## config.mk

```make
export PLATFORM = sky130hd
export DESIGN_NAME = mod_storedata
export DESIGN_NICKNAME = d
export VERILOG_FILES = /design/src/rtl/mod_storedata.sv
export SDC_FILE = /design/constraint.sdc
export NUM_CORES = 1
export LEC_CHECK = 0
export CORE_MARGIN = 1.5
export CORE_UTILIZATION = 50
export DETAILED_ROUTE_END_ITERATION = 10
export GPL_TIMING_DRIVEN = 1
export PLACE_DENSITY = 0.76
export SKIP_CTS_REPAIR_TIMING = 1
export SLEW_MARGIN = 15
export SYNTH_ARGS = -nofsm -noshare
export SYNTH_HDL_FRONTEND = slang
export SYNTH_SLANG_ARGS = --single-unit
export TNS_END_PERCENT = 10
```

## constraint.sdc

```tcl
create_clock -name clk -period 9.9 [get_ports clk]
set_input_delay 0.99 -clock clk [delete_from_list [all_inputs] [get_ports clk]]
set_output_delay 0.99 -clock clk [all_outputs]
set_load 0.02 [all_outputs]
```

## src/rtl/mod_storedata.sv

```systemverilog
`default_nettype none
// ============================================================================
// mod_storedata : RV32I store formatter + in-order write buffer (req/ack drain)
// Rev 1.0
// ============================================================================
module mod_storedata #(
  parameter int DEPTH = 2
) (
  input  logic        clk,
  input  logic        rst,
  input  logic        st_valid,
  output logic        st_ready,
  input  logic [31:0] st_addr,
  input  logic [31:0] st_data,
  input  logic [2:0]  st_funct3,
  output logic        mem_req,
  output logic [31:0] mem_addr,
  output logic [31:0] mem_wdata,
  output logic [3:0]  mem_be,
  input  logic        mem_ack,
  output logic        st_err,
  output logic [31:0] st_err_addr,
  output logic        empty
);

  localparam int PTR_W = (DEPTH > 1) ? $clog2(DEPTH) : 1;
  localparam int CNT_W = $clog2(DEPTH + 1);
  localparam int ENT_W = 30 + 32 + 4;

  localparam logic [2:0] F3_SB = 3'b000;
  localparam logic [2:0] F3_SH = 3'b001;
  localparam logic [2:0] F3_SW = 3'b010;

  localparam logic [CNT_W-1:0] CNT_FULL = CNT_W'(DEPTH);
  localparam logic [CNT_W-1:0] CNT_ONE  = CNT_W'(1);

  logic [PTR_W-1:0] wr_ptr_q, wr_ptr_d;
  logic [PTR_W-1:0] rd_ptr_q, rd_ptr_d;
  logic [CNT_W-1:0] count_q,  count_d;
  logic             st_err_q, st_err_d;
  logic [31:0]      st_err_addr_q, st_err_addr_d;
  logic [ENT_W-1:0] entry_q [DEPTH];
  logic [ENT_W-1:0] entry_d [DEPTH];

  logic             w_accept;
  logic             w_legal;
  logic             w_push;
  logic             w_pop;
  logic [3:0]       w_be;
  logic [31:0]      w_wdata;
  logic [ENT_W-1:0] w_new_entry;
  logic [ENT_W-1:0] w_head;

  assign st_ready = !rst && (count_q != CNT_FULL);
  assign w_accept = st_valid && st_ready;

  always_comb begin
    w_legal = 1'b0;
    w_be    = 4'b0000;
    w_wdata = 32'h0;
    case (st_funct3)
      F3_SB: begin
        w_legal = 1'b1;
        w_be    = 4'b0001 << st_addr[1:0];
        w_wdata = {4{st_data[7:0]}};
      end
      F3_SH: begin
        w_legal = !st_addr[0];
        w_be    = st_addr[1] ? 4'b1100 : 4'b0011;
        w_wdata = {2{st_data[15:0]}};
      end
      F3_SW: begin
        w_legal = (st_addr[1:0] == 2'b00);
        w_be    = 4'b1111;
        w_wdata = st_data;
      end
      default: begin
        w_legal = 1'b0;
      end
    endcase
  end

  assign w_push      = w_accept && w_legal;
  assign w_pop       = mem_req && mem_ack;
  assign w_new_entry = {st_addr[31:2], w_wdata, w_be};

  always_comb begin
    wr_ptr_d      = w_push ? wr_ptr_q + PTR_W'(1) : wr_ptr_q;
    rd_ptr_d      = w_pop  ? rd_ptr_q + PTR_W'(1) : rd_ptr_q;
    count_d       = count_q;
    if (w_push && !w_pop) begin
      count_d = count_q + CNT_ONE;
    end else if (!w_push && w_pop) begin
      count_d = count_q - CNT_ONE;
    end
    // Faulting stores complete the handshake but only raise the error pulse.
    st_err_d      = w_accept && !w_legal;
    st_err_addr_d = st_err_d ? st_addr : st_err_addr_q;
  end

  for (genvar i = 0; i < DEPTH; i++) begin : g_entry
    always_comb begin
      entry_d[i] = (w_push && (wr_ptr_q == PTR_W'(i))) ? w_new_entry : entry_q[i];
    end

    always_ff @(posedge clk) begin
      if (rst) begin
        entry_q[i] <= '0;
      end else begin
        entry_q[i] <= entry_d[i];
      end
    end
  end

  always_ff @(posedge clk) begin
    if (rst) begin
      wr_ptr_q      <= '0;
      rd_ptr_q      <= '0;
      count_q       <= '0;
      st_err_q      <= 1'b0;
      st_err_addr_q <= 32'h0;
    end else begin
      wr_ptr_q      <= wr_ptr_d;
      rd_ptr_q      <= rd_ptr_d;
      count_q       <= count_d;
      st_err_q      <= st_err_d;
      st_err_addr_q <= st_err_addr_d;
    end
  end

  // Head fields read straight from entry flops; zeroed when nothing is pending.
  assign w_head      = entry_q[rd_ptr_q];
  assign mem_req     = (count_q != '0);
  assign mem_addr    = mem_req ? {w_head[ENT_W-1:36], 2'b00} : 32'h0;
  assign mem_wdata   = mem_req ? w_head[35:4] : 32'h0;
  assign mem_be      = mem_req ? w_head[3:0] : 4'b0000;
  assign empty       = (count_q == '0);
  assign st_err      = st_err_q;
  assign st_err_addr = st_err_addr_q;

endmodule
`default_nettype wire

```

==> summary.log, run 1 <==
INFO  synthesis      ffs_latches_synth=170
INFO  synthesis      avgSynthCellArea=11.2um^2
INFO  clock_network  clock-sinks=170
INFO  synthesis      synth_seq_area_share=0.601
INFO  critical_path  worst_path_dominant_cell_family=simple AND/OR/NAND/NOR gates
INFO  floorplanning  fp-row-count=45
INFO  critical_path  setup.worst_path.end_class=flip-flop
INFO  route          avgViaCountPerCell=5.35
INFO  route          wl_per_cell=17.6um
INFO  critical_path  worst-endpoint-required=9.94ns
INFO  clock_network  clock_path_buffers=2
INFO  floorplanning  die_h=128um
INFO  timing         final.setup.tns=0ns
INFO  timing         fin_crit=3.84ns
INFO  critical_path  timing.critical_path.buf_inv=1
INFO  placed_design  portBuffers=172
INFO  timing         final-hold-violation-count=0
INFO  route          route.antenna.remaining_nets=0
INFO  cells_and_area final_util=0.673
INFO  cells_and_area area_growth_syn_to_layout=30.7%
INFO  synthesis      netlist_instances=701
INFO  synthesis      mapped_area=7860um^2
INFO  clock_network  ctsRootBufferMaster=sky130_fd_sc_hd__clkbuf_16
INFO  clock_network  clock_insertion_delay_worst_skew=0.42ns
INFO  critical_path  critical_path.cell_chain=clkdlybuf4s50_1, nor3_2, nor2_2, or4b_4, nand2b_4
INFO  synthesis      ys_async_sr_fraction=0
INFO  pwr            vdd_ir_drop_max=0.000172V
INFO  floorplanning  floorplan.initialDensity=0.515
INFO  cells_and_area total_nets_final=912
INFO  critical_path  slowest_delay=0.80ns
INFO  global_route   grt_first_pass_wirelength=28.8mm
INFO  timing         maxSlewViolCount=0
INFO  timing         worst_pin_slew=1.17ns
INFO  global_route   number_of_global_route_vias_before_repair=5595
INFO  route          detail_route.drc_violations=0
INFO  cells_and_area drive_gt1_frac=0.0775
INFO  timing         setup-violations-final=0
INFO  floorplanning  fp.coreArea=15300um^2
INFO  critical_path  timing.critical_path.fanout_max=66
INFO  placed_design  pre_cts_ws=5.64ns
INFO  clock_network  cts_tree=done
INFO  pwr            power.leakage=3.54nW
INFO  clock_network  numCtsBuffers=17
INFO  status         outcome=finished, final reports clean
INFO  synthesis      ys_warn_count=0
INFO  timing         rsz_0062_raised_after_global_routing=false
INFO  flow_run       cap_violations=0
INFO  floorplanning  dieArea=16500um^2
INFO  route          num_vias=5687
INFO  timing         max_freq=0.260GHz
INFO  timing         setup_slack=6.06ns
INFO  timing         skew=0.0103ns
INFO  placed_design  hpwlAfterDp=11.9mm
INFO  critical_path  criticalPathCategory=primary input to flip-flop
INFO  critical_path  arrival=3.89ns
INFO  global_route   grt_max_degree=68
INFO  clock_network  ctsHtreeMaxLevel=4
INFO  synthesis      dominantRegCellSynth=sky130_fd_sc_hd__edfxtp_1
INFO  synthesis      count_of_flip_flops_with_a_built_in_enable_after_synthesis=132
INFO  pwr            pwr_cell_area=210nW/um^2
INFO  timing         holdWs=0.481ns
INFO  global_route   groute.usage.overall=0.230
INFO  placed_design  gp_congestion=0.813
INFO  global_route   grt_antenna_before_repair=2
INFO  route          routed_wirelength=18.8mm
INFO  clock_network  clk_pin_slew=0.07ns
INFO  floorplanning  floorplan.die.width=128um
INFO  critical_path  start_kind=primary input
INFO  cells_and_area antenna-diode-count=0
INFO  critical_path  cp_slowest_cell=sky130_fd_sc_hd__clkdlybuf4s50_1
INFO  route          dr_pass1_iterations=5
INFO  floorplanning  boundaryPins=175
INFO  worst_hold_path timing.hold.worst.class=flip-flop to flip-flop
INFO  timing         layout_worst_path_cycle_share=0.388
INFO  global_route   globalRouteOverflowTotal=0
INFO  timing         slew_headroom=0.220
INFO  synthesis      yosys.cell_types.count=39
INFO  route          initialDrtViolationCount=501
synthesized netlist by cell type, types with 2 or more instances:
master	instances	area, um^2
sky130_fd_sc_hd__a21o_1	4	30.0
sky130_fd_sc_hd__a21oi_1	43	215
sky130_fd_sc_hd__a22oi_1	6	45.0
sky130_fd_sc_hd__and2_1	82	513
sky130_fd_sc_hd__buf_1	3	11.3
sky130_fd_sc_hd__buf_2	9	45.0
sky130_fd_sc_hd__buf_4	3	22.5
sky130_fd_sc_hd__buf_6	6	67.6
sky130_fd_sc_hd__clkbuf_1	34	128
sky130_fd_sc_hd__clkbuf_2	4	20.0
sky130_fd_sc_hd__dfxtp_1	38	761
sky130_fd_sc_hd__edfxtp_1	132	3960
sky130_fd_sc_hd__mux2i_1	74	741
sky130_fd_sc_hd__nand2_1	6	22.5
sky130_fd_sc_hd__nand2b_1	5	31.3
sky130_fd_sc_hd__nand3_1	32	160
sky130_fd_sc_hd__nor2_1	115	432
sky130_fd_sc_hd__nor2_2	3	18.8
sky130_fd_sc_hd__nor2b_1	14	87.6
sky130_fd_sc_hd__nor3_1	13	65.1
sky130_fd_sc_hd__o21ai_0	37	185
sky130_fd_sc_hd__o21bai_1	5	37.5
sky130_fd_sc_hd__o2bb2ai_1	2	17.5
sky130_fd_sc_hd__or2_2	13	81.3
sky130_fd_sc_hd__xor2_1	4	35.0
cells in the final DEF, fill, tap and decap left out, types with 2 or more instances in the layout:
master,Yosys,layout
sky130_fd_sc_hd__nor3_1,13,13
sky130_fd_sc_hd__a21oi_1,43,43
sky130_fd_sc_hd__clkbuf_1,34,2
sky130_fd_sc_hd__clkdlybuf4s50_1,0,171
sky130_fd_sc_hd__o21bai_1,5,4
sky130_fd_sc_hd__nor2_2,3,3
sky130_fd_sc_hd__a22oi_1,6,6
sky130_fd_sc_hd__dfxtp_1,38,37
sky130_fd_sc_hd__nor2b_1,14,14
sky130_fd_sc_hd__o2bb2ai_1,2,2
sky130_fd_sc_hd__buf_4,3,6
sky130_fd_sc_hd__nor2_1,115,115
sky130_fd_sc_hd__clkbuf_16,0,20
sky130_fd_sc_hd__edfxtp_1,132,132
sky130_fd_sc_hd__and2_1,82,81
sky130_fd_sc_hd__xor2_1,4,4
sky130_fd_sc_hd__clkinv_4,0,2
sky130_fd_sc_hd__nand2b_4,0,2
sky130_fd_sc_hd__o21ai_0,37,37
sky130_fd_sc_hd__inv_4,0,2
sky130_fd_sc_hd__clkbuf_8,0,2
sky130_fd_sc_hd__nand2b_1,5,3
sky130_fd_sc_hd__mux2i_1,74,74
sky130_fd_sc_hd__conb_1,1,2
sky130_fd_sc_hd__nand2_1,6,6
sky130_fd_sc_hd__a21o_1,4,4
sky130_fd_sc_hd__or2_2,13,13
sky130_fd_sc_hd__nand3_1,32,32
sky130_fd_sc_hd__bufinv_16,0,2
flip-flops by register name, summed over array words and instances (netlist names), named ones only:
name / flops
wr_ptr_q: 1
entry_q: 132
st_err: 1
rd_ptr_q: 1
st_err_addr: 32
count_q: 2
metal layers:
layer / vias to the layer above / wire length [um] / GRT usage
met5: - / 16 / 0
met4: 2 / 204 / 0.0601
met3: 18 / 1850 / 0.0715
met2: 248 / 9070 / 0.391
met1: 2699 / 7630 / 0.289
li1: 2720 / - / -
worst paths after layout:
check | end | cells after the start | slack, ns | from
hold reg to reg | st_err_addr[4] | 2 | 0.48 | st_err_addr[4]
hold / removal | st_err_addr[4] | 2 | 0.48 | st_err_addr[4]
setup / recovery | entry_q[1][16] | 5 | 6.06 | st_funct3[0]
setup reg to reg | entry_q[1][16] | 5 | 7.14 | count_q[0]
kinds of logic after synthesis:
group                      after synthesis  share of synthesized area
and+or+nand+nor                        292                      0.190
other                                    1                   0.000477
buffers and inverters                   60                     0.0379
muxes                                   74                     0.0942
adders and majority gates                1                    0.00159
DFF                                    170                      0.601
xor gates and xnor gates                 4                    0.00446
AOI/OAI and AO/OA                       99                     0.0699
metrics by stage:
step	power [mW]	instances	area, um^2
6_report	2.15	1063	10300
5_1_grt	2.23	1063	10300
4_1_cts	2.16	1063	10300
3_5_place_dp	1.47	1032	9640
3_3_place_gp	1.46	1032	9640
2_1_floorplan	1.21	702	7860
tightest hold or removal path, stage by stage, from the launching register on:
cell,delay (ns)
sky130_fd_sc_hd__dfxtp_1,0.31
sky130_fd_sc_hd__o21ai_0,0.06
sky130_fd_sc_hd__a21oi_1,0.06
layout make-up:
class                      count  area, um^2
multi-input combinational    472        2880
inverter                       1        5.00
clock inverter                 7        98.8
timing repair buffer         178        1760
sequential                   170        4730
clock buffer                  24         536
tap                          211         264
fill                        1128        4990
where the power goes:
group | total, mW | internal, mW | switching (mW)
combinational | 0.580 | 0.266 | 0.314
clock | 0.699 | 0.432 | 0.268
sequential | 0.872 | 0.810 | 0.0626
total | 2.15 | 1.51 | 0.644
Power figures use the tool's default switching activity.
==> run 2, diff against run 1 <==
- clock period: 9.9 -> 4 ns (I/O delays scaled with it)
==> run 2 against run 1 <==
Against the previous run: cell count up 0.66%; power up 150%; non-clock buffer count up 6; global-route usage about the same; first-iteration DRC count down 19%; setup slack worse by 5.1 ns; sequential power up 140%; design area up 0.28%; hold slack worse by 0.0025 ns; core utilization up 0.19 points; clock skew down 0.0022 ns; critical endpoint is now mem_addr[29]; largest power group unchanged.
==> summary.log, run 2 (synthesis gave the netlist of run 1 again) <==
INFO  cells_and_area area_growth_syn_to_layout=31.0%
INFO  pwr            power.leakage=3.55nW [+0.41%]
INFO  cells_and_area mostFrequentLayoutCell=sky130_fd_sc_hd__clkdlybuf4s50_1
INFO  route          avgViaCountPerCell=5.36 [+0.20%]
INFO  pwr            pwr_cell_area=514nW/um^2 [+150%]
INFO  route          initialDrtViolationCount=407 [-19%]
INFO  cells_and_area multi_input_area=2880um^2 [unchanged]
INFO  floorplanning  boundaryPins=175 [unchanged]
INFO  floorplanning  die_h=128um [unchanged]
INFO  critical_path  timing.critical_path.fanout_max=45 [-32%]
INFO  worst_hold_path whs_path_depth=2 [unchanged]
INFO  route          num_vias=5736 [+0.86%]
INFO  global_route   groute.usage.overall=0.230 [about the same]
INFO  cells_and_area antenna-diode-count=0 [unchanged]
INFO  pwr            netSwitchingFraction=0.297 [-0.00264]
INFO  cells_and_area total_nets_final=918 [+0.66%]
INFO  cells_and_area filler_cell_count=1137 [+0.80%]
INFO  status         outcome=finished, final reports clean
INFO  flow_run       cap_violations=0 [unchanged]
INFO  worst_hold_path hold_end=st_err_addr[31]
INFO  critical_path  worst-endpoint-required=3.60ns [-6.34 ns]
INFO  clock_network  clk_pin_slew=0.06ns [about the same]
INFO  critical_path  start_kind=flip-flop
INFO  floorplanning  dieArea=16500um^2 [unchanged]
INFO  timing         worst_pin_slew=1.04ns [-0.130 ns]
INFO  global_route   grt_antenna_before_repair=1 [-1]
INFO  placed_design  portBuffers=172 [unchanged]
INFO  cells_and_area regArea=4730um^2 [unchanged]
INFO  worst_hold_path timing.hold.worst.class=flip-flop to flip-flop
INFO  critical_path  worst-r2r-setup-slack=1.45ns [-5.69 ns]
INFO  cells_and_area largest_register=entry_q
INFO  global_route   grt_first_pass_wirelength=28.7mm [-0.41%]
INFO  global_route   number_of_global_route_vias_before_repair=5588 [-0.13%]
INFO  route          wl_per_cell=17.4um [-1.7%]
INFO  global_route   globalRouteOverflowTotal=0 [unchanged]
INFO  floorplanning  fp-row-count=45 [unchanged]
INFO  timing         max_freq=0.327GHz
INFO  clock_network  clock_insertion_delay_worst_skew=0.43ns [about the same]
INFO  critical_path  worst_r2r_path_depth=4 [-1]
INFO  route          detail_route.drc_violations=0 [unchanged]
INFO  placed_design  placedCellCount=1038 [+0.58%]
INFO  clock_network  numCtsBuffers=17 [unchanged]
INFO  route          routed_wirelength=18.6mm [-1.0%]
INFO  clock_network  clock_path_buffers=2 [unchanged]
INFO  clock_network  clock-sinks=170 [unchanged]
INFO  timing         layout_worst_path_cycle_share=0.764
INFO  pwr            power.switching=1.57mW [+140%]
INFO  timing         final-hold-violation-count=0 [unchanged]
INFO  clock_network  ctsHtreeMaxLevel=4 [unchanged]
INFO  cells_and_area largest_register_ffs=132 [unchanged]
INFO  placed_design  hpwlAfterDp=12.2mm [+2.1%]
INFO  global_route   grt_max_degree=67 [-1.5%]
INFO  cells_and_area finalNonFillerCells=1070 [+0.66%]
INFO  route          dr_pass1_iterations=5 [unchanged]
INFO  critical_path  setup.worst_path.end_class=output port
INFO  floorplanning  fp.coreArea=15300um^2 [unchanged]
INFO  clock_network  cts_tree=done
INFO  timing         maxSlewViolCount=0 [unchanged]
INFO  critical_path  worst_r2r_startpoint=count_q[0]
INFO  pwr            seq_power_share=0.402 [-0.003]
INFO  cells_and_area drive_gt1_frac=0.0803 [+0.00286]
INFO  pwr            power_report.internal_total=3.73mW [+150%]
INFO  worst_hold_path source_of_the_worst_hold_timing_path=st_err_addr[31]
INFO  route          route.antenna.remaining_nets=0 [unchanged]
INFO  timing         fin_crit=3.06ns
INFO  pwr            pwr-share-comb=0.283 [+0.013]
INFO  timing         slew_headroom=0.306 [+0.0855]
INFO  critical_path  arrival=2.66ns [-1.23 ns]
INFO  cells_and_area mostFrequentLayoutCells=sky130_fd_sc_hd__clkdlybuf4s50_1 (172), sky130_fd_sc_hd__edfxtp_1 (132), sky130_fd_sc_hd__nor2_1 (115), sky130_fd_sc_hd__and2_1 (81), sky130_fd_sc_hd__mux2i_1 (74)
INFO  timing         final.setup.tns=0ns [unchanged]
INFO  timing         skew=0.00806ns [-0.00224 ns]
INFO  floorplanning  floorplan.die.width=128um [unchanged]
INFO  timing         rsz_0062_raised_after_global_routing=false
INFO  clock_network  ctsRootBufferMaster=sky130_fd_sc_hd__clkbuf_16
INFO  placed_design  gp_congestion=0.869 [+7.0%]
INFO  floorplanning  floorplan.initialDensity=0.515 [unchanged]
INFO  critical_path  criticalPathCategory=flip-flop to output port
INFO  timing         setup-violations-final=0 [unchanged]
INFO  pwr            vdd_ir_drop_max=0.000327V [+90%]
INFO  critical_path  worstReg2RegEnd=entry_q[1][23]
INFO  pwr            pwr-share-clk=0.315 [-0.010]
==> run 2: changes by cell type in the layout (fill, tap and decap cells not counted), sizes merged <==
cell and change:
buf +5, clkinvlp +1, clkinv -2, clkbuf +3, inv -1, clkdlybuf4s50 +1
==> run 2: through the flow <==
stage                     cell area [um^2]  total power, mW  utilization  setup WS, ns  hold slack (ns)
final                                10300             5.30        0.675         0.944            0.479
after global routing                 10300             5.51        0.675         0.787            0.507
after CTS                            10300             5.33        0.675         0.915            0.479
after detailed placement              9680             3.67        0.635         0.679            0.469
after global placement                9680             3.64        0.635         0.790            0.462
after floorplan                       7860             3.00            -         0.603            0.472
==> run 2: how the worst max path moves through the flow <==
| stage | end | slack, ns | depth (start not counted) | start |
|---|---|---|---|---|
| 2_1_floorplan | entry_q[1][0] | 0.60 | 6 | st_funct3[0] |
| 3_3_place_gp | entry_q[1][11] | 0.79 | 5 | st_addr[0] |
| 3_5_place_dp | entry_q[1][56] | 0.68 | 5 | st_addr[0] |
| 4_1_cts | mem_addr[29] | 0.91 | 5 | count_q[0] |
| 5_1_grt | mem_wdata[17] | 0.79 | 5 | count_q[0] |
| 6_report | mem_addr[29] | 0.94 | 5 | count_q[0] |
==> run 2: layer usage <==
metal,global-route usage,wire [um],vias to the layer above
li1,-,-,2732
met1,0.287,7630,2742
met2,0.391,8950,230
met3,0.0715,1690,30
met4,0.0628,280,2
met5,0,13,-
==> run 2: worst max-delay path, stage by stage (launching register included) <==
cell,delay (ns)
sky130_fd_sc_hd__dfxtp_1,0.35
sky130_fd_sc_hd__or2_2,0.32
sky130_fd_sc_hd__inv_2,0.63
sky130_fd_sc_hd__buf_4,0.31
sky130_fd_sc_hd__nor2_1,0.07
sky130_fd_sc_hd__clkdlybuf4s50_1,0.55
==> run 2: layout make-up <==
cell class | instances | area share
Inverter | 1 | 0.000364
Tap cell | 211 | 0.0256
Sequential cell | 170 | 0.459
Clock inverter | 5 | 0.00765
Multi-Input combinational cell | 472 | 0.279
Clock buffer | 27 | 0.0520
Timing Repair Buffer | 184 | 0.176
==> run 2: power by group through the flow <==
stage          Clock [mW]  Combinational (mW)  Sequential [mW]
2_1_floorplan           0               0.902             2.10
3_3_place_gp            0                1.48             2.16
3_5_place_dp            0                1.50             2.17
4_1_cts              1.68                1.51             2.13
5_1_grt              1.76                1.61             2.15
6_report             1.67                1.50             2.13
==> run 3, diff against run 2 <==
- clock period: 4 -> 3 ns (I/O delays scaled with it)
==> run 3 against run 2 <==
Against the previous run: sequential cell count is the same; design area grew 1.4%; core utilization grew 0.96 points; clock power grew 28%; critical path depth shrank 1; clock-buffer cell count shrank 2; die area is the same; sequential power grew 30%; setup slack lost 0.53 ns; cell count grew 1.2%; clock skew shrank 0.0015 ns; critical endpoint is now mem_be[0].
==> summary.log, run 3 (synthesis gave the netlist of run 1 again) <==
INFO  status         outcome=finished, final reports clean
INFO  clock_network  numCtsBuffers=17 [unchanged]
INFO  global_route   grt_max_degree=44 [-34%]
INFO  placed_design  pre_cts_ws=0.258ns [-0.422 ns]
INFO  timing         max_freq=0.387GHz
INFO  cells_and_area area_growth_syn_to_layout=32.9%
INFO  clock_network  clock_insertion_delay_worst_skew=0.42ns [about the same]
INFO  timing         rsz_0062_raised_after_global_routing=false
INFO  cells_and_area filler_cell_count=1133 [-0.35%]
INFO  route          dr_pass1_iterations=5 [unchanged]
INFO  cells_and_area largest_register=entry_q
INFO  global_route   grt_antenna_before_repair=0 [-1]
INFO  floorplanning  floorplan.die.width=128um [unchanged]
INFO  timing         worst_pin_slew=0.680ns [-0.358 ns]
INFO  timing         slew_headroom=0.546 [+0.240]
INFO  cells_and_area drive_gt1_frac=0.0917 [+0.0114]
INFO  cells_and_area antenna-diode-count=0 [unchanged]
INFO  floorplanning  fp.coreArea=15300um^2 [unchanged]
INFO  cells_and_area finalNonFillerCells=1083 [+1.2%]
INFO  clock_network  clock_path_buffers=2 [unchanged]
INFO  timing         setup_slack=0.415ns [-0.529 ns]
INFO  floorplanning  die_h=128um [unchanged]
INFO  cells_and_area total_nets_final=931 [+1.4%]
INFO  cells_and_area mostFrequentLayoutCells=sky130_fd_sc_hd__clkdlybuf4s50_1 (172), sky130_fd_sc_hd__edfxtp_1 (132), sky130_fd_sc_hd__nor2_1 (115), sky130_fd_sc_hd__and2_1 (82), sky130_fd_sc_hd__mux2i_1 (74)
INFO  timing         maxSlewViolCount=0 [unchanged]
INFO  floorplanning  floorplan.initialDensity=0.515 [unchanged]
INFO  route          avgViaCountPerCell=5.44 [+1.5%]
INFO  floorplanning  dieArea=16500um^2 [unchanged]
INFO  floorplanning  boundaryPins=175 [unchanged]
INFO  route          wl_per_cell=18.0um [+3.7%]
INFO  clock_network  clock-sinks=170 [unchanged]
INFO  critical_path  timing.critical_path.fanout_max=20 [-56%]
INFO  route          detail_route.drc_violations=0 [unchanged]
INFO  placed_design  placedCellCount=1051 [+1.3%]
INFO  route          num_vias=5891 [+2.7%]
INFO  global_route   number_of_global_route_vias_before_repair=5721 [+2.4%]
INFO  flow_run       cap_violations=0 [unchanged]
INFO  placed_design  gp_congestion=0.822 [-5.5%]
INFO  clock_network  ctsRootBufferMaster=sky130_fd_sc_hd__clkbuf_16
INFO  clock_network  ctsHtreeMaxLevel=4 [unchanged]
INFO  clock_network  cts_tree=done
INFO  global_route   globalRouteOverflowTotal=0 [unchanged]
INFO  worst_hold_path timing.hold.worst.class=flip-flop to flip-flop
INFO  placed_design  portBuffers=172 [unchanged]
INFO  timing         fin_crit=2.58ns
INFO  route          route.antenna.remaining_nets=0 [unchanged]
INFO  global_route   groute.usage.overall=0.238 [+0.00765]
INFO  global_route   grt_first_pass_wirelength=29.2mm [+2.0%]
INFO  clock_network  clk_pin_slew=0.06ns [about the same]
INFO  cells_and_area mostFrequentLayoutCell=sky130_fd_sc_hd__clkdlybuf4s50_1
INFO  critical_path  cp_slowest_cell=sky130_fd_sc_hd__dfxtp_4
INFO  critical_path  slowest_delay=0.59ns [-0.04 ns]
INFO  critical_path  start_kind=flip-flop
INFO  timing         final-hold-violation-count=0 [unchanged]
INFO  cells_and_area final_design_area_no_fill=10400um^2 [+1.4%]
INFO  route          routed_wirelength=19.5mm [+4.9%]
INFO  critical_path  criticalPathCategory=flip-flop to output port
INFO  pwr            vdd_ir_drop_max=0.000354V [+8.5%]
INFO  critical_path  worst-endpoint-required=2.70ns [-0.90 ns]
INFO  pwr            pwr_cell_area=678nW/um^2 [+32%]
INFO  critical_path  arrival=2.28ns [-0.38 ns]
INFO  cells_and_area final_util=0.685 [+0.00959]
INFO  floorplanning  fp-row-count=45 [unchanged]
INFO  timing         final.setup.tns=0ns [unchanged]
INFO  critical_path  critical_path.cell_chain=buf_4, mux2i_1, nor2_1, clkdlybuf4s50_1
INFO  timing         skew=0.00656ns [-0.00150 ns]
INFO  placed_design  hpwlAfterDp=13.2mm [+8.7%]
INFO  placed_design  dpl_cell_area=9870um^2 [+1.9%]
INFO  cells_and_area largest_register_ffs=132 [unchanged]
INFO  timing         setup-violations-final=0 [unchanged]
INFO  pwr            power.leakage=3.63nW [+2.2%]
INFO  critical_path  setup.worst_path.end_class=output port
INFO  route          initialDrtViolationCount=505 [+24%]
INFO  timing         layout_worst_path_cycle_share=0.862
## run 3: final cells by class
type / instances / area, um^2 / area share
sequential: 170 / 4730 / 0.453
multi-input combinational: 472 / 2880 / 0.275
inverter: 1 / 3.75 / 0.000359
clock buffer: 25 / 487 / 0.0466
clock inverter: 7 / 90.1 / 0.00862
timing repair buffer: 197 / 2000 / 0.191
tap: 211 / 264 / 0.0253
## run 3: metrics by stage
stage | power (mW) | hold slack (ns)
2_1_floorplan | 4.00 | 0.448
3_3_place_gp | 4.96 | 0.463
3_5_place_dp | 5.00 | 0.470
4_1_cts | 7.12 | 0.467
5_1_grt | 7.35 | 0.488
6_report | 7.08 | 0.483
## run 3: final timing paths
kind	cells after the start	to	from	slack, ns
setup / recovery	4	mem_be[0]	flip-flop	0.42
hold / removal	2	st_err_addr[5]	st_err_addr[5]	0.48
setup reg to reg	5	entry_q[1][43]	count_q[0]	0.97
hold reg to reg	2	st_err_addr[5]	st_err_addr[5]	0.48
## run 3: per-layer routing
layer / track usage / routed length [um] / vias to the layer above
li1: - / - / 2750
met1: 0.288 / 7650 / 2803
met2: 0.395 / 9280 / 305
met3: 0.0786 / 2150 / 33
met4: 0.0958 / 405 / 0
met5: 0 / 0 / -
## run 3: worst max-delay path, delay by kind of cell, from the launching register on
kind | cells | cell delay (ns)
buffers and inverters | 2 | 0.88
multiplexers | 1 | 0.32
flip-flops | 1 | 0.59
AND/OR/NAND/NOR | 1 | 0.07
## run 3: power breakdown
| group | leakage (nW) | switching, mW | total (mW) | internal (mW) |
|---|---|---|---|---|
| registers | 1.68 | 0.102 | 2.77 | 2.67 |
| logic | 1.67 | 1.19 | 2.17 | 0.979 |
| clock network | 0.281 | 0.839 | 2.14 | 1.30 |
==> patch 1: new RTL, settings of run 2 <==
Reset style: asynchronous (`rst`), changed in 2 clocked blocks.
--- a/src/rtl/mod_storedata.sv
+++ b/src/rtl/mod_storedata.sv
@@ -105,3 +105,3 @@
 
-    always_ff @(posedge clk) begin
+    always_ff @(posedge clk or posedge rst) begin
       if (rst) begin
@@ -114,3 +114,3 @@
 
-  always_ff @(posedge clk) begin
+  always_ff @(posedge clk or posedge rst) begin
     if (rst) begin
Behaviour: differs if rst is asserted again (counterexample within 4 cycles, from zero or initial values and one cycle with rst high); with rst held inactive, the same outputs for 4 cycles.
==> patch 1 against run 2 <==
Count of clock-buffer cells in the layout unchanged; final cell count is 6.3% lower; routed wire length decreased by 2.8%; sequential cell count is 1 lower; area after synthesis is 0.27% higher; critical endpoint is now mem_addr[14]; cell area fell by 0.13%; setup slack got worse by 0.094 ns.
Power is not compared: it rests on default switching activity, and its combinational part moved more than twofold at a synthesized area within 25%.
==> patch 1: results (changes against run 2) <==
| Metric | Value |
|---|---|
| Outcome | complete, no violations (unchanged) |
| Post-DP HPWL | 12.29 mm (was 12.19 mm) |
| Hold Path End | entry_q[70] (was st_err_addr[31]) |
| Area contributors post-synth | dfrtp_1 (54%), mux2_2 (12%), mux2_1 (11%) (was edfxtp_1 (50%), dfxtp_1 (9.7%), mux2i_1 (9.4%)) |
| Overall Global Routing Usage | 0.2318 (was 0.2302) |
| CP Launch Point | rd_ptr_q (was count_q[0]) |
| Post-synth cell types | 28 (was 39) |
| Metal-1 WL | 7.931 mm (was 7.628 mm) |
| Placed cells | 973 (was 1038) |
| Met2 Track Usage GR | 0.3725 (was 0.3906) |
| Placer's final routability congestion estimate | 0.8634 (was 0.8694) |
| Slowest CP cell | dfrtp_4 (was inv_2) |
| Initial antenna violation count | 0 (was 1) |
| CP Max Fanout | 51 (was 45) |
| Fin nets | 853 (was 918) |
| Synth Area in XOR/XNOR | 0.005556 (was 0.004457) |
| Area of the multi-input gates | 3396 um2 (was 2877 um2) |
| Post-synthesis adder-cell area fraction | 0.001588 (was 0.001592) |
| Setup WS pre-CTS | 1.138 ns (was 0.6795 ns) |
| Layout fillers | 1157 (was 1137) |
| Register area share after synthesis | 0.5366 (was 0.6011) |
| Top_reg_cell synth | dfrtp_1 (was edfxtp_1) |
| Asr flop ratio synth | 1.000 (was 0) |
| Hold Path Stages | 1 (was 2) |
| Met2 WL | 8.446 mm (was 8.953 mm) |
| Fin crit share | 0.7874 (was 0.7640) |
| First-pass GRT wire length | 29.82 mm (was 28.66 mm) |
| CP max stage delay | 1.05 ns (was 0.63 ns) |
| Placed Area | 9738 um2 (was 9683 um2) |
| Compound-Gate Fraction of Synth Area | 0.03334 (was 0.06988) |
| Clk_skew | 0.005734 ns (was 0.008055 ns) |
| Critical register-to-register path endpoint | entry_q[45] (was entry_q[1][23]) |
## patch 1: power by group through the flow
stage | combinational, mW | clock (mW) | sequential, mW
2_1_floorplan | 1.94 | 0 | 2.90
6_report | 3.44 | 1.52 | 2.91
3_5_place_dp | 3.45 | 0 | 2.94
3_3_place_gp | 3.39 | 0 | 2.88
4_1_cts | 3.49 | 1.55 | 2.91
5_1_grt | 3.68 | 1.62 | 3.01
## patch 1: logic make-up after synthesis
| kind of cell | after synthesis |
|---|---|
| flops | 169 |
| buf+inv | 49 |
| other cells | 1 |
| xor+xnor | 5 |
| fa+ha+maj | 1 |
| compound gates | 47 |
| mux | 230 |
| simple gates | 118 |
## patch 1: area by class of cell
type | instances | area share
well taps | 211 | 0.02567
flip-flops and latches | 169 | 0.4116
clock inverters | 3 | 0.003893
repair buffers | 186 | 0.1780
multi-input cells | 403 | 0.3302
inverters | 4 | 0.001825
clock buffers | 27 | 0.04890
==> patch 2: new RTL, flow settings as in run 2 <==
Without the edit above. `DEPTH`: 2 -> 4.
--- a/src/rtl/mod_storedata.sv
+++ b/src/rtl/mod_storedata.sv
@@ -6,3 +6,3 @@
 module mod_storedata #(
-  parameter int DEPTH = 2
+  parameter int DEPTH = 4
 ) (
Behaviour: not the same (a bounded check fails within 4 cycles, from zero or initial values and one cycle with rst high).
==> patch 2 against run 2 <==
Routed wire length up 74%; total power up 79%; sequential cell count up 136; setup slack worse by 0.18 ns; first-iteration DRC count up 98%; cell area up 65%; area after synthesis up 77%; combinational power up 91%; non-clock buffer count up 17; largest cell class unchanged.
==> patch 2: results (changes against run 2) <==
| Metric | Value |
|---|---|
| Placer's final routability congestion estimate | 0.7741 (was 0.8694) |
| Worst-Margin Slew | 0.6808 ns (was 1.039 ns) |
| Via count | 8639 (was 5736) |
| Iteration-0 DRC count of the detailed router | 807 (was 407) |
| GR Util met3 | 0.02837 (was 0.07152) |
| Met2 Track Usage GR | 0.3929 (was 0.3906) |
| Overall Global Routing Usage | 0.2280 (was 0.2302) |
| Number of synthesized flops with an enable pin | 264 (was 132) |
| Post-DP HPWL | 20.45 mm (was 12.19 mm) |
| Fin nets | 1248 (was 918) |
| Min-delay src | rst (was st_err_addr[31]) |
| Reg2Reg Depth | 6 (was 4) |
| Layout clock area frac | 0.05722 (was 0.05965) |
| Placed Area | 16020 um2 (was 9683 um2) |
| Crit path capture | mem_addr[2] (was mem_addr[29]) |
| Fraction of area in registers | 0.5165 (was 0.4591) |
| Non-Clock Inverter Count | 6 (was 1) |
| Peak VDD IR | 0.3385 mV (was 0.3267 mV) |
| Top cells by count, synth | edfxtp_1 (264), and2_1 (222), nor2_1 (127) (was edfxtp_1 (132), nor2_1 (115), and2_1 (82)) |
| Clock Latency Late Sink | 0.54 ns (was 0.43 ns) |
| TritonCTS Buffers | 30 (was 17) |
| Worst Hold Class | in2reg (was reg2reg) |
| Outcome | complete, no violations (unchanged) |
| Multi-input gates | 626 (was 472) |
| CP Max Fanout | 25 (was 45) |
| First-pass GRT wire length | 49.97 mm (was 28.66 mm) |
| CTS sink count | 306 (was 170) |
| Final wirelength | 32.36 mm (was 18.57 mm) |
[patch 2: stage by stage]
step / std cells / power [mW] / utilization
2_1_floorplan: 1017 / 5.546 / -
3_3_place_gp: 1511 / 6.751 / 0.5895
3_5_place_dp: 1511 / 6.776 / 0.5895
4_1_cts: 1561 / 9.545 / 0.6252
5_1_grt: 1561 / 9.837 / 0.6252
6_report: 1561 / 9.461 / 0.6252
[patch 2: logic make-up after synthesis]
family	Yosys count	synth area share
compound gates	106	0.04390
simple gates	432	0.1684
xor+xnor	5	0.003142
mux	75	0.1131
buf+inv	85	0.03609
fa+ha+maj	6	0.005925
flops	306	0.6291
other cells	1	0.0002691
[patch 2: power by group]
group,internal [mW],switching [mW],leakage (nW),total [mW]
Combinational,1.40,1.46,2.41,2.87
Sequential,3.63,0.173,3.07,3.81
Clock,1.67,1.12,0.479,2.79
[patch 2: layer usage]
metal  vias up  share of wire
li1       3950              -
met1      4260           0.40
met2       367           0.50
met3        60          0.068
met4         2          0.025
met5         -        0.00040
